--- src/rtl/tone_pkg.sv ---
// Shared constants, state encoding and base period table for the tone sequencer.
package tone_pkg;

  // Tone code reserved for a rest; codes 12..14 are also played as silence.
  localparam logic [3:0] REST       = 4'd15;
  // Half-period of the wave is the prescale value shifted left by this amount.
  localparam int         HALF_SHIFT = 7;
  // Width of the prescale value P.
  localparam int         P_W        = 10;

  typedef enum logic [1:0] {
    IDLE = 2'd0,
    PLAY = 2'd1,
    GAP  = 2'd2
  } state_t;

  // Octave-4 prescale per semitone, do..si; any other code yields zero.
  function automatic logic [P_W-1:0] base_period(input logic [3:0] tone);
    case (tone)
      4'd0:    base_period = 10'd470;
      4'd1:    base_period = 10'd444;
      4'd2:    base_period = 10'd419;
      4'd3:    base_period = 10'd395;
      4'd4:    base_period = 10'd373;
      4'd5:    base_period = 10'd352;
      4'd6:    base_period = 10'd333;
      4'd7:    base_period = 10'd314;
      4'd8:    base_period = 10'd296;
      4'd9:    base_period = 10'd280;
      4'd10:   base_period = 10'd264;
      4'd11:   base_period = 10'd249;
      default: base_period = '0;
    endcase
  endfunction

endpackage

--- src/rtl/tone_period_rom.sv ---
// Combinational tone/octave to prescale lookup; silent codes map to zero.
module tone_period_rom
  import tone_pkg::*;
(
  input  logic [3:0]     tone,
  input  logic [1:0]     octave,
  output logic [P_W-1:0] period
);

  // Divide the base period by 2^oct, rounding half up.
  function automatic logic [P_W-1:0] octave_scale(input logic [P_W-1:0] base,
                                                  input logic [1:0]     oct);
    logic [P_W:0] sum;
    sum = {1'b0, base} + ((P_W+1)'(1) << (oct - 2'd1));
    return (oct == 2'd0) ? base : P_W'(sum >> oct);
  endfunction

  // Rests and unused codes give P = 0 so the sequencer keeps the wave low.
  always_comb begin
    if (tone == REST || tone > 4'd11) period = '0;
    else                              period = octave_scale(base_period(tone), octave);
  end

endmodule

--- src/rtl/tone_sequencer.sv ---
// Note sequencer: one-deep note queue, square-wave tone generator, timed gaps.
module tone_sequencer
  import tone_pkg::*;
#(
  parameter int CLK_HZ    = 31_500_000,
  parameter int DUR_TICK  = 31_500,
  parameter int DUR_W     = 16,
  parameter int GAP_UNITS = 2
) (
  input  logic             clk,
  input  logic             reset,
  input  logic             note_valid,
  output logic             note_ready,
  input  logic [3:0]       note_tone,
  input  logic [1:0]       note_octave,
  input  logic [DUR_W-1:0] note_dur,
  input  logic             stop,
  output logic             audio_out,
  output logic             busy,
  output logic             note_done
);

  // A non-positive DUR_TICK falls back to a 1 ms unit derived from the clock.
  localparam int              DUR_TICK_EFF = (DUR_TICK > 0) ? DUR_TICK : (CLK_HZ / 1000);
  localparam int              TICK_W       = (DUR_TICK_EFF > 1) ? $clog2(DUR_TICK_EFF) : 1;
  localparam logic [TICK_W-1:0] TICK_LAST  = TICK_W'(DUR_TICK_EFF - 1);
  localparam int              HP_W         = P_W + HALF_SHIFT;
  localparam bit              HAS_GAP      = (GAP_UNITS != 0);

  state_t             state, state_nx;
  logic               pend_vld;
  logic [3:0]         pend_tone;
  logic [1:0]         pend_oct;
  logic [DUR_W-1:0]   pend_dur;
  logic [P_W-1:0]     rom_p, act_p;
  logic [HP_W-1:0]    hp_cnt;
  logic [TICK_W-1:0]  tick_cnt;
  logic [DUR_W-1:0]   dur_cnt;
  logic               accept, ivl_end, play_end, take, zero, done;

  // Half-period reload value (P*128 - 1); a silent note never toggles.
  function automatic logic [HP_W-1:0] half_reload(input logic [P_W-1:0] p);
    return (p == '0) ? '0 : ((HP_W'(p) << HALF_SHIFT) - HP_W'(1));
  endfunction

  tone_period_rom u_rom (
    .tone   (pend_tone),
    .octave (pend_oct),
    .period (rom_p)
  );

  assign note_ready = !pend_vld && !stop;
  assign accept     = note_valid && note_ready;
  assign busy       = (state != IDLE) || pend_vld;
  // Last cycle of the current PLAY or GAP interval.
  assign ivl_end    = (tick_cnt == TICK_LAST) && (dur_cnt == DUR_W'(1));

  // Next-state decode: when to load the pending note and when a note completes.
  always_comb begin
    state_nx = state;
    play_end = (state == PLAY) && ivl_end;
    take     = 1'b0;
    if (pend_vld) begin
      case (state)
        IDLE:    take = 1'b1;
        GAP:     take = ivl_end;
        PLAY:    take = play_end && !HAS_GAP && (pend_dur != '0);
        default: take = 1'b0;
      endcase
    end
    zero = take && (pend_dur == '0);
    done = play_end || zero;
    if (take && !zero)              state_nx = PLAY;
    else if (done)                  state_nx = HAS_GAP ? GAP : IDLE;
    else if (state == GAP && ivl_end) state_nx = IDLE;
  end

  // Control: FSM state, pending flag, interval counters and the registered wave.
  always_ff @(posedge clk or posedge reset) begin
    if (reset) begin
      state     <= IDLE;
      pend_vld  <= 1'b0;
      note_done <= 1'b0;
      audio_out <= 1'b0;
      hp_cnt    <= '0;
      tick_cnt  <= '0;
      dur_cnt   <= '0;
    end else if (stop) begin
      state     <= IDLE;
      pend_vld  <= 1'b0;
      note_done <= (state != IDLE);
      audio_out <= 1'b0;
      hp_cnt    <= '0;
      tick_cnt  <= '0;
      dur_cnt   <= '0;
    end else begin
      state     <= state_nx;
      note_done <= done;
      if (accept)    pend_vld <= 1'b1;
      else if (take) pend_vld <= 1'b0;
      if (take && !zero) begin
        dur_cnt   <= pend_dur;
        tick_cnt  <= '0;
        hp_cnt    <= half_reload(rom_p);
        audio_out <= 1'b0;
      end else if (done && HAS_GAP) begin
        dur_cnt   <= DUR_W'(GAP_UNITS);
        tick_cnt  <= '0;
        hp_cnt    <= '0;
        audio_out <= 1'b0;
      end else if (state_nx == IDLE) begin
        dur_cnt   <= '0;
        tick_cnt  <= '0;
        hp_cnt    <= '0;
        audio_out <= 1'b0;
      end else begin
        tick_cnt <= (tick_cnt == TICK_LAST) ? '0 : tick_cnt + 1'b1;
        if (tick_cnt == TICK_LAST) dur_cnt <= dur_cnt - 1'b1;
        if (state == PLAY && act_p != '0) begin
          if (hp_cnt == '0) begin
            audio_out <= ~audio_out;
            hp_cnt    <= half_reload(act_p);
          end else begin
            hp_cnt <= hp_cnt - 1'b1;
          end
        end
      end
    end
  end

  // Data: pending note fields and the active prescale carry no reset.
  always_ff @(posedge clk) begin
    if (accept) begin
      pend_tone <= note_tone;
      pend_oct  <= note_octave;
      pend_dur  <= note_dur;
    end
    if (take) act_p <= rom_p;
  end

endmodule

--- config.mk ---
export PLATFORM = sky130hd
export DESIGN_NAME = tone_sequencer
export DESIGN_NICKNAME = d
export VERILOG_FILES = /design/src/rtl/tone_pkg.sv /design/src/rtl/tone_period_rom.sv /design/src/rtl/tone_sequencer.sv
export SDC_FILE = /design/constraint.sdc
export NUM_CORES = 1
export LEC_CHECK = 0
export BUFFER_PORTS_ARGS = -buffer_cell sky130_fd_sc_hd__buf_2
export CAP_MARGIN = 10
export CORE_ASPECT_RATIO = 1.75
export CORE_MARGIN = 8
export CORE_UTILIZATION = 55
export DETAILED_ROUTE_END_ITERATION = 10
export GPL_TIMING_DRIVEN = 0
export PLACE_DENSITY_LB_ADDON = 0.3
export SYNTH_ARGS = -nofsm -noshare
export SYNTH_HDL_FRONTEND = slang
export SYNTH_HIERARCHICAL = 1
export SYNTH_SLANG_ARGS = --single-unit
--- constraint.sdc ---
create_clock -name clk -period 10.4 [get_ports clk]
set_clock_uncertainty 0.05 [all_clocks]
set_input_delay 1.56 -clock clk [delete_from_list [all_inputs] [get_ports clk]]
set_output_delay 1.56 -clock clk [all_outputs]
set_load 0.01 [all_outputs]
==> results of run 1 <==
==> synthesized netlist by cell type (all sizes together) (9+ instances only) <==
master,number
nor2,65
xor2,20
clkbuf,18
o21ai,33
a21oi,32
nand3,16
nand4,9
ha,13
nor3,17
edfxtp,32
xnor2,23
nand2,47
a22oi,12
dfrtp,53
o2bb2ai,12
inv,26
buf,11
and3,9
nor4,21
==> registers in the layout, summed over array words and instances, names as in the netlist <==
| register | flops |
|---|---|
| act_p | 10 |
| audio_out | 1 |
| dur_cnt | 16 |
| hp_cnt | 17 |
| note_done | 1 |
| pend_dur | 16 |
| pend_oct | 2 |
| pend_tone | 4 |
| pend_vld | 1 |
| state | 2 |
| tick_cnt | 15 |
==> area by class of cell <==
| type | count | area [um^2] | share of cell area |
|---|---|---|---|
| flip-flops and latches | 85 | 2290 | 0.363 |
| inverters | 26 | 97.6 | 0.0155 |
| well taps | 127 | 159 | 0.0252 |
| repair buffers | 30 | 165 | 0.0262 |
| plain buffers | 29 | 148 | 0.0234 |
| multi-input cells | 469 | 3170 | 0.502 |
| clock inverters | 5 | 41.3 | 0.00655 |
| clock buffers | 11 | 243 | 0.0385 |
==> critical path: cells and delay by family (launching register included) <==
kind	cells	cell delay, ps
AOI/OAI and AO/OA	8	1560
adders and majority gates	3	910
buffers and inverters	4	950
xor gates and xnor gates	1	180
DFF	1	410
and+or+nand+nor	4	1240
==> power by group through the flow <==
stage               clock, mW  sequential [mW]  combinational (mW)
floorplan                   0            0.399               0.215
finish                  0.305            0.401               0.285
CTS                     0.310            0.400               0.282
global placement            0            0.405               0.272
global route            0.321            0.404               0.315
detailed placement          0            0.406               0.279
==> per-layer routing <==
layer	vias to the layer above	part of all wire	GRT usage
met4	0	0.040	0.131
met2	206	0.54	0.390
met5	-	0	0
met3	44	0.049	0.0439
li1	2373	-	-
met1	2459	0.37	0.217
==> final timing paths <==
check / end / slack (ps) / cells after the start
max reg2reg: hp_cnt[6]$_DFFE_PP0P_ / 4980 / 20
max: hp_cnt[6]$_DFFE_PP0P_ / 4980 / 20
max in group asynchronous: dur_cnt[10]$_DFFE_PP0P_ / 8550 / 3
min in group asynchronous: hp_cnt[7]$_DFFE_PP0P_ / 1200 / 2
min reg2reg: dur_cnt[15]$_DFFE_PP0P_ / 450 / 1
min: dur_cnt[15]$_DFFE_PP0P_ / 450 / 1
==> kinds of logic after synthesis <==
group           after synthesis  synth area share
fa+ha+maj                    14            0.0321
compound gates              164             0.210
mux                           3           0.00571
buf+inv                      55            0.0430
simple gates                244             0.241
flops                        85             0.401
other cells                   1          0.000658
xor+xnor                     43            0.0661
==> stage by stage <==
step / hold slack, ps / utilization / cell area (um^2)
2_1_floorplan: 407 / - / 5700
3_3_place_gp: 427 / 0.590 / 6000
3_5_place_dp: 428 / 0.592 / 6020
4_1_cts: 448 / 0.620 / 6310
5_1_grt: 479 / 0.620 / 6310
6_report: 445 / 0.620 / 6310
==> results.md, run 1 <==
- Status: finished, final reports clean
- Row Count: 49
- Initial DRC count: 319
- Combinational cell fraction of total power: 0.288
- Slowest Stage Delay on Critical Path: 510 ps
- Clock power share: 0.308
- Largest area contributor in the netlist: dfrtp_1
- YS warnings: 6
- Syn Area/Cell: 9.36 um^2
- Commonest non-fill, non-tap cells in the layout: 65 x nor2_1, 53 x dfrtp_1, 46 x nand2_1
- Power per cell area: 157 nW/um^2
- Hold Crit Class: reg -> reg
- Hold Vio Cnt, Final: 0
- Commonest non-fill, non-tap cell in the layout: nor2_1
- Core area: 10,200 um^2
- Port Buffers: 29
- Crit path from: pend_tone[3]$_DFFE_PP_
- Synth area leaders: dfrtp_1 23%, edfxtp_1 17%, nor2_1 4.3%
- Total power: 0.991 mW
- Critical Path Source Type: flip-flop
- Post-route setup slack: 4980 ps
- Switching share of power: 0.335
- Cell-by-cell trace of the critical path: clkbuf_1 -> clkbuf_1 -> o21ai_0 -> ha_1 -> fa_1 -> a41oi_1 -> o41a_1 -> xnor2_1 -> nand2_1 -> o211ai_1 -> a21oi_1 -> inv_1 -> ha_1 -> or4b_1 -> clkbuf_1 -> nor3_1 -> nand3b_1 -> a211o_1 -> o21ai_0 -> o2bb2ai_1
- CTS tree: built
- Number of hold buffers added after cts: 0
- Clock latency on the worst-skew pair: 350 ps
- I/O pins: 30
- Final net count: 690
- CTS H-tree depth: 3
- Largest net degree at the start of global routing: 33
- Slew HR: 0.159
- CTS clk-pin slew, worst paths: 70 ps
- Crit-path most repeated cell: clkbuf_1
- CTS Sinks: 85
- Synth unique cells: 86
- First-pass GRT wire length: 24,100 um
- Finished Layout Cells: 782
- GPL Wtd Cong: 0.895
- Crit path time final: 5420 ps
- Ys flop type: dfrtp_1
- Antenna Nets Post-Route: 0
- Setup CP Type: reg -> reg
- Crit end category: flip-flop
- Antenna violations before repair: 0
- Post-CTS Setup Bufs: 0
- Sequential cell area fraction in the yosys report: 0.401
- Dpl ws: 5070 ps
- Total number of vias: 5,082
- Area delta synth->final: 10.7%
- Reg power frac: 0.405
- Routed len/inst: 18.5 um
- Pint: 0.659 mW
- Synth top area share: 0.233
- Die area: 14,000 um^2
- TritonCTS buffer count: 9
- Final Setup Violations: 0
- Period utilization: 0.521
- FF+latch count, synth: 85
- Max-cap viol count: 0
- Net Sw Power: 0.332 mW
- Leakage: 2.44 nW
- WP data arrival: 5590 ps
- Die Wd: 93.0 um
- Fmax: 185 MHz
- Slew Limit Fails: 0
- Antenna Cells: 0
- Fraction of layout cells with a size suffix above 1: 0.134
- Total GRT Usage: 0.215
- Max VDD drop: 0.000126 V
- Bufs on Longest Clock Path: 2
- Share of flip-flops with an asynchronous set or reset: 0.624
- Fill cells: 909
- Post-DP HPWL: 11,200 um
- Placed cells: 766
- TritonRoute pass-1 iters: 5
- Synth Cell Area: 5700 um^2
- Clock root cell: clkbuf_16
- Largest fanout on the critical path: 10
- RSZ-0062 raised after global routing: no
- TNS Setup: 0 ps
- Residual DRC count: 0
- Initial Util: 0.560
- Resized Gates After CTS: 0
- Hold path start: dur_cnt[15]$_DFFE_PP0P_
- Vias in the first global route: 5,140
- Worst slew pin tran: 1250 ps
- Grt total ovfl: 0
- Routed WL: 14,500 um
- Critical Path RT: 10,580 ps
- EDFF count, synth: 32
- Die H: 151 um
- Vias per inst: 6.50
- Syn_nets: 649
- R2r startpoint: pend_tone[3]$_DFFE_PP_
- Slowest CP cell: nor3_1
- Syn Inst Count: 609
Note: power is estimated with default switching activity, not from simulation.
==> run 2, diff against run 1 <==
==> constraint.sdc (replaced) <==
create_clock -name clk -period 4.36 [get_ports clk]
set_clock_uncertainty 0.05 [all_clocks]
set_input_delay 0.654 -clock clk [delete_from_list [all_inputs] [get_ports clk]]
set_output_delay 0.654 -clock clk [all_outputs]
set_load 0.01 [all_outputs]
==> run 2 against run 1 <==
Net effect: the run now ends with negative setup slack left; die area unchanged; sequential power increased by 140%; via count increased by 4.1%; sequential share of layout area decreased by 3.3 points; combinational power increased to 2.7 times the previous value; count of clock-buffer cells in the layout decreased by 2; worst hold slack got worse by 150 ps; global-route usage increased by 0.87 points; final area increased by 10%; critical endpoint is now hp_cnt[5]$_DFFE_PP0P_; largest cell class unchanged; highest routed layer unchanged.
==> results.md, run 2 (synthesis results as in run 1) <==
- Critical Path Source Type: flip-flop
- Period utilization: 1.04
- Total power: 2.48 mW
- Slowest CP cell: or4_4
- Power per cell area: 357 nW/um^2
- Hold WS: 295 ps
- Number of hold buffers added after cts: 0
- Grt total ovfl: 0
- Top reg by flops: hp_cnt
- RSZ-0062 raised after global routing: yes
- WP data arrival: 4730 ps
- Area delta synth->final: 21.8%
- Routed len/inst: 19.5 um
- Final core occ: 0.682
- Port Buffers: 29
- Clock root cell: clkbuf_16
- CTS clk-pin slew, worst paths: 70 ps
- Fill cells: 818
- GPL Wtd Cong: 0.935
- Largest fanout on the critical path: 4
- Critical Path RT: 4540 ps
- Initial DRC count: 435
- Hold Vio Cnt, Final: 0
- Final Setup Violations: 17
- First-pass GRT wire length: 25,000 um
- Commonest non-fill, non-tap cell in the layout: nor2_1
- Total number of vias: 5,292
- Max VDD drop: 0.000281 V
- Reg-to-reg slack, setup: -190 ps
- TritonCTS buffer count: 9
- Bufs on Longest Clock Path: 2
- Antenna Nets Post-Route: 0
- Cell-by-cell trace of the critical path: buf_6 -> buf_4 -> nor2b_4 -> nor2_2 -> o21ai_2 -> ha_2 -> fa_2 -> a21oi_2 -> o41a_1 -> or4_4 -> a21oi_2 -> a211o_1 -> o32ai_4 -> or4_4 -> a2111oi_4 -> a221oi_2 -> and2_4 -> a31oi_1 -> o22ai_1
- Final net count: 723
- TritonRoute pass-1 iters: 5
- CTS Sinks: 85
- Crit end category: flip-flop
- Initial Util: 0.560
- Antenna Cells: 0
- Clock latency on the worst-skew pair: 350 ps
- Vias per inst: 6.49
- Slew Limit Fails: 0
- Worst slew pin tran: 892 ps
- Post-DP HPWL: 11,100 um
- Largest net degree at the start of global routing: 33
- Max-cap viol count: 0
- Die H: 151 um
- Die area: 14,000 um^2
- Row Count: 49
- Die Wd: 93.0 um
- Crit path time final: 4550 ps
- Failing checks: negative setup slack
- Largest register FFs: 17
- Post-route setup slack: -190 ps
- CTS H-tree depth: 3
- Commonest non-fill, non-tap cells in the layout: 62 x nor2_1, 53 x dfrtp_1, 46 x nand2_1, 33 x buf_2, 32 x edfxtp_1
- Leakage: 2.69 nW
- Status: finished with violations
- Antenna violations before repair: 0
- Fmax: 220 MHz
- Slew HR: 0.400
- Fraction of layout cells with a size suffix above 1: 0.251
- Vias in the first global route: 5,202
- Hold Crit Class: in -> async
- CTS tree: built
- Routed WL: 15,900 um
- I/O pins: 30
- Total GRT Usage: 0.223
- Slowest Stage Delay on Critical Path: 600 ps
- Dpl ws: -786 ps
- Residual DRC count: 0
- Setup CP Type: reg -> reg
- Top Registers: hp_cnt x17, dur_cnt x16, pend_dur x16
- Core area: 10,200 um^2
[run 2: changes by cell type in the layout (fill, tap and decap cells not counted), sizes merged]
cell and change:
clkinv +1, clkbuf -9, buf +40, clkinvlp +2
inv -1
[run 2: power by group]
| group | internal [mW] | switching (mW) |
|---|---|---|
| clock | 0.400 | 0.345 |
| combinational | 0.325 | 0.450 |
| sequential | 0.889 | 0.0687 |
[run 2: final timing paths]
kind                                         startpoint                 endpoint  depth (start not counted)
worst min register to register  dur_cnt[15]$_DFFE_PP0P_  dur_cnt[15]$_DFFE_PP0P_                          1
max in group asynchronous                         reset       state[1]$_DFF_PP0_                          3
min in group clk                           note_dur[10]   pend_dur[10]$_DFFE_PP_                          1
worst max register to register   pend_tone[2]$_DFFE_PP_    hp_cnt[5]$_DFFE_PP0P_                         19
worst max-delay path             pend_tone[2]$_DFFE_PP_    hp_cnt[5]$_DFFE_PP0P_                         19
worst min-delay path                              reset    hp_cnt[4]$_DFFE_PP0P_                          2
[run 2: repair_timing]
item / 4_1_cts / 5_1_grt
endpoints found under the setup margin: 17 / 17
resized for setup: 46 / 39
pin swaps: 22 / 34
hold endpoints to repair: 0 / 0
buffers inserted: 21 / 15
[run 2: area by class of cell]
type                       count  area (um^2)  share of cell area
inverter                      26          105              0.0151
buffer                        27          176              0.0254
tap                          127          159              0.0229
timing repair buffer          65          452              0.0651
sequential                    85         2290               0.329
clock buffer                   9          225              0.0324
multi-input combinational    469         3470               0.500
clock inverter                 7         66.3             0.00955
[run 2: per-layer routing]
| metal | track usage | share of wire | up-vias |
|---|---|---|---|
| met5 | 0 | 0 | - |
| met3 | 0.0379 | 0.044 | 76 |
| met4 | 0.143 | 0.056 | 0 |
| met1 | 0.233 | 0.37 | 2571 |
| met2 | 0.400 | 0.53 | 209 |
| li1 | - | - | 2436 |
[run 2: worst max-delay path, delay by kind of cell (launching register included)]
kind	cells	cell delay [ps]
fa+ha+maj	2	470
compound gates	10	1750
simple gates	5	1490
flops	1	380
buf+inv	2	290
[run 2: through the flow]
step                area (um^2)  TNS [ps]  cells
floorplan                  5740         0    609
global placement           6040     -8510    765
detailed placement         6060     -9950    766
CTS                        6700     -4060    802
global route               6940     -5440    815
finish                     6940     -2220    815
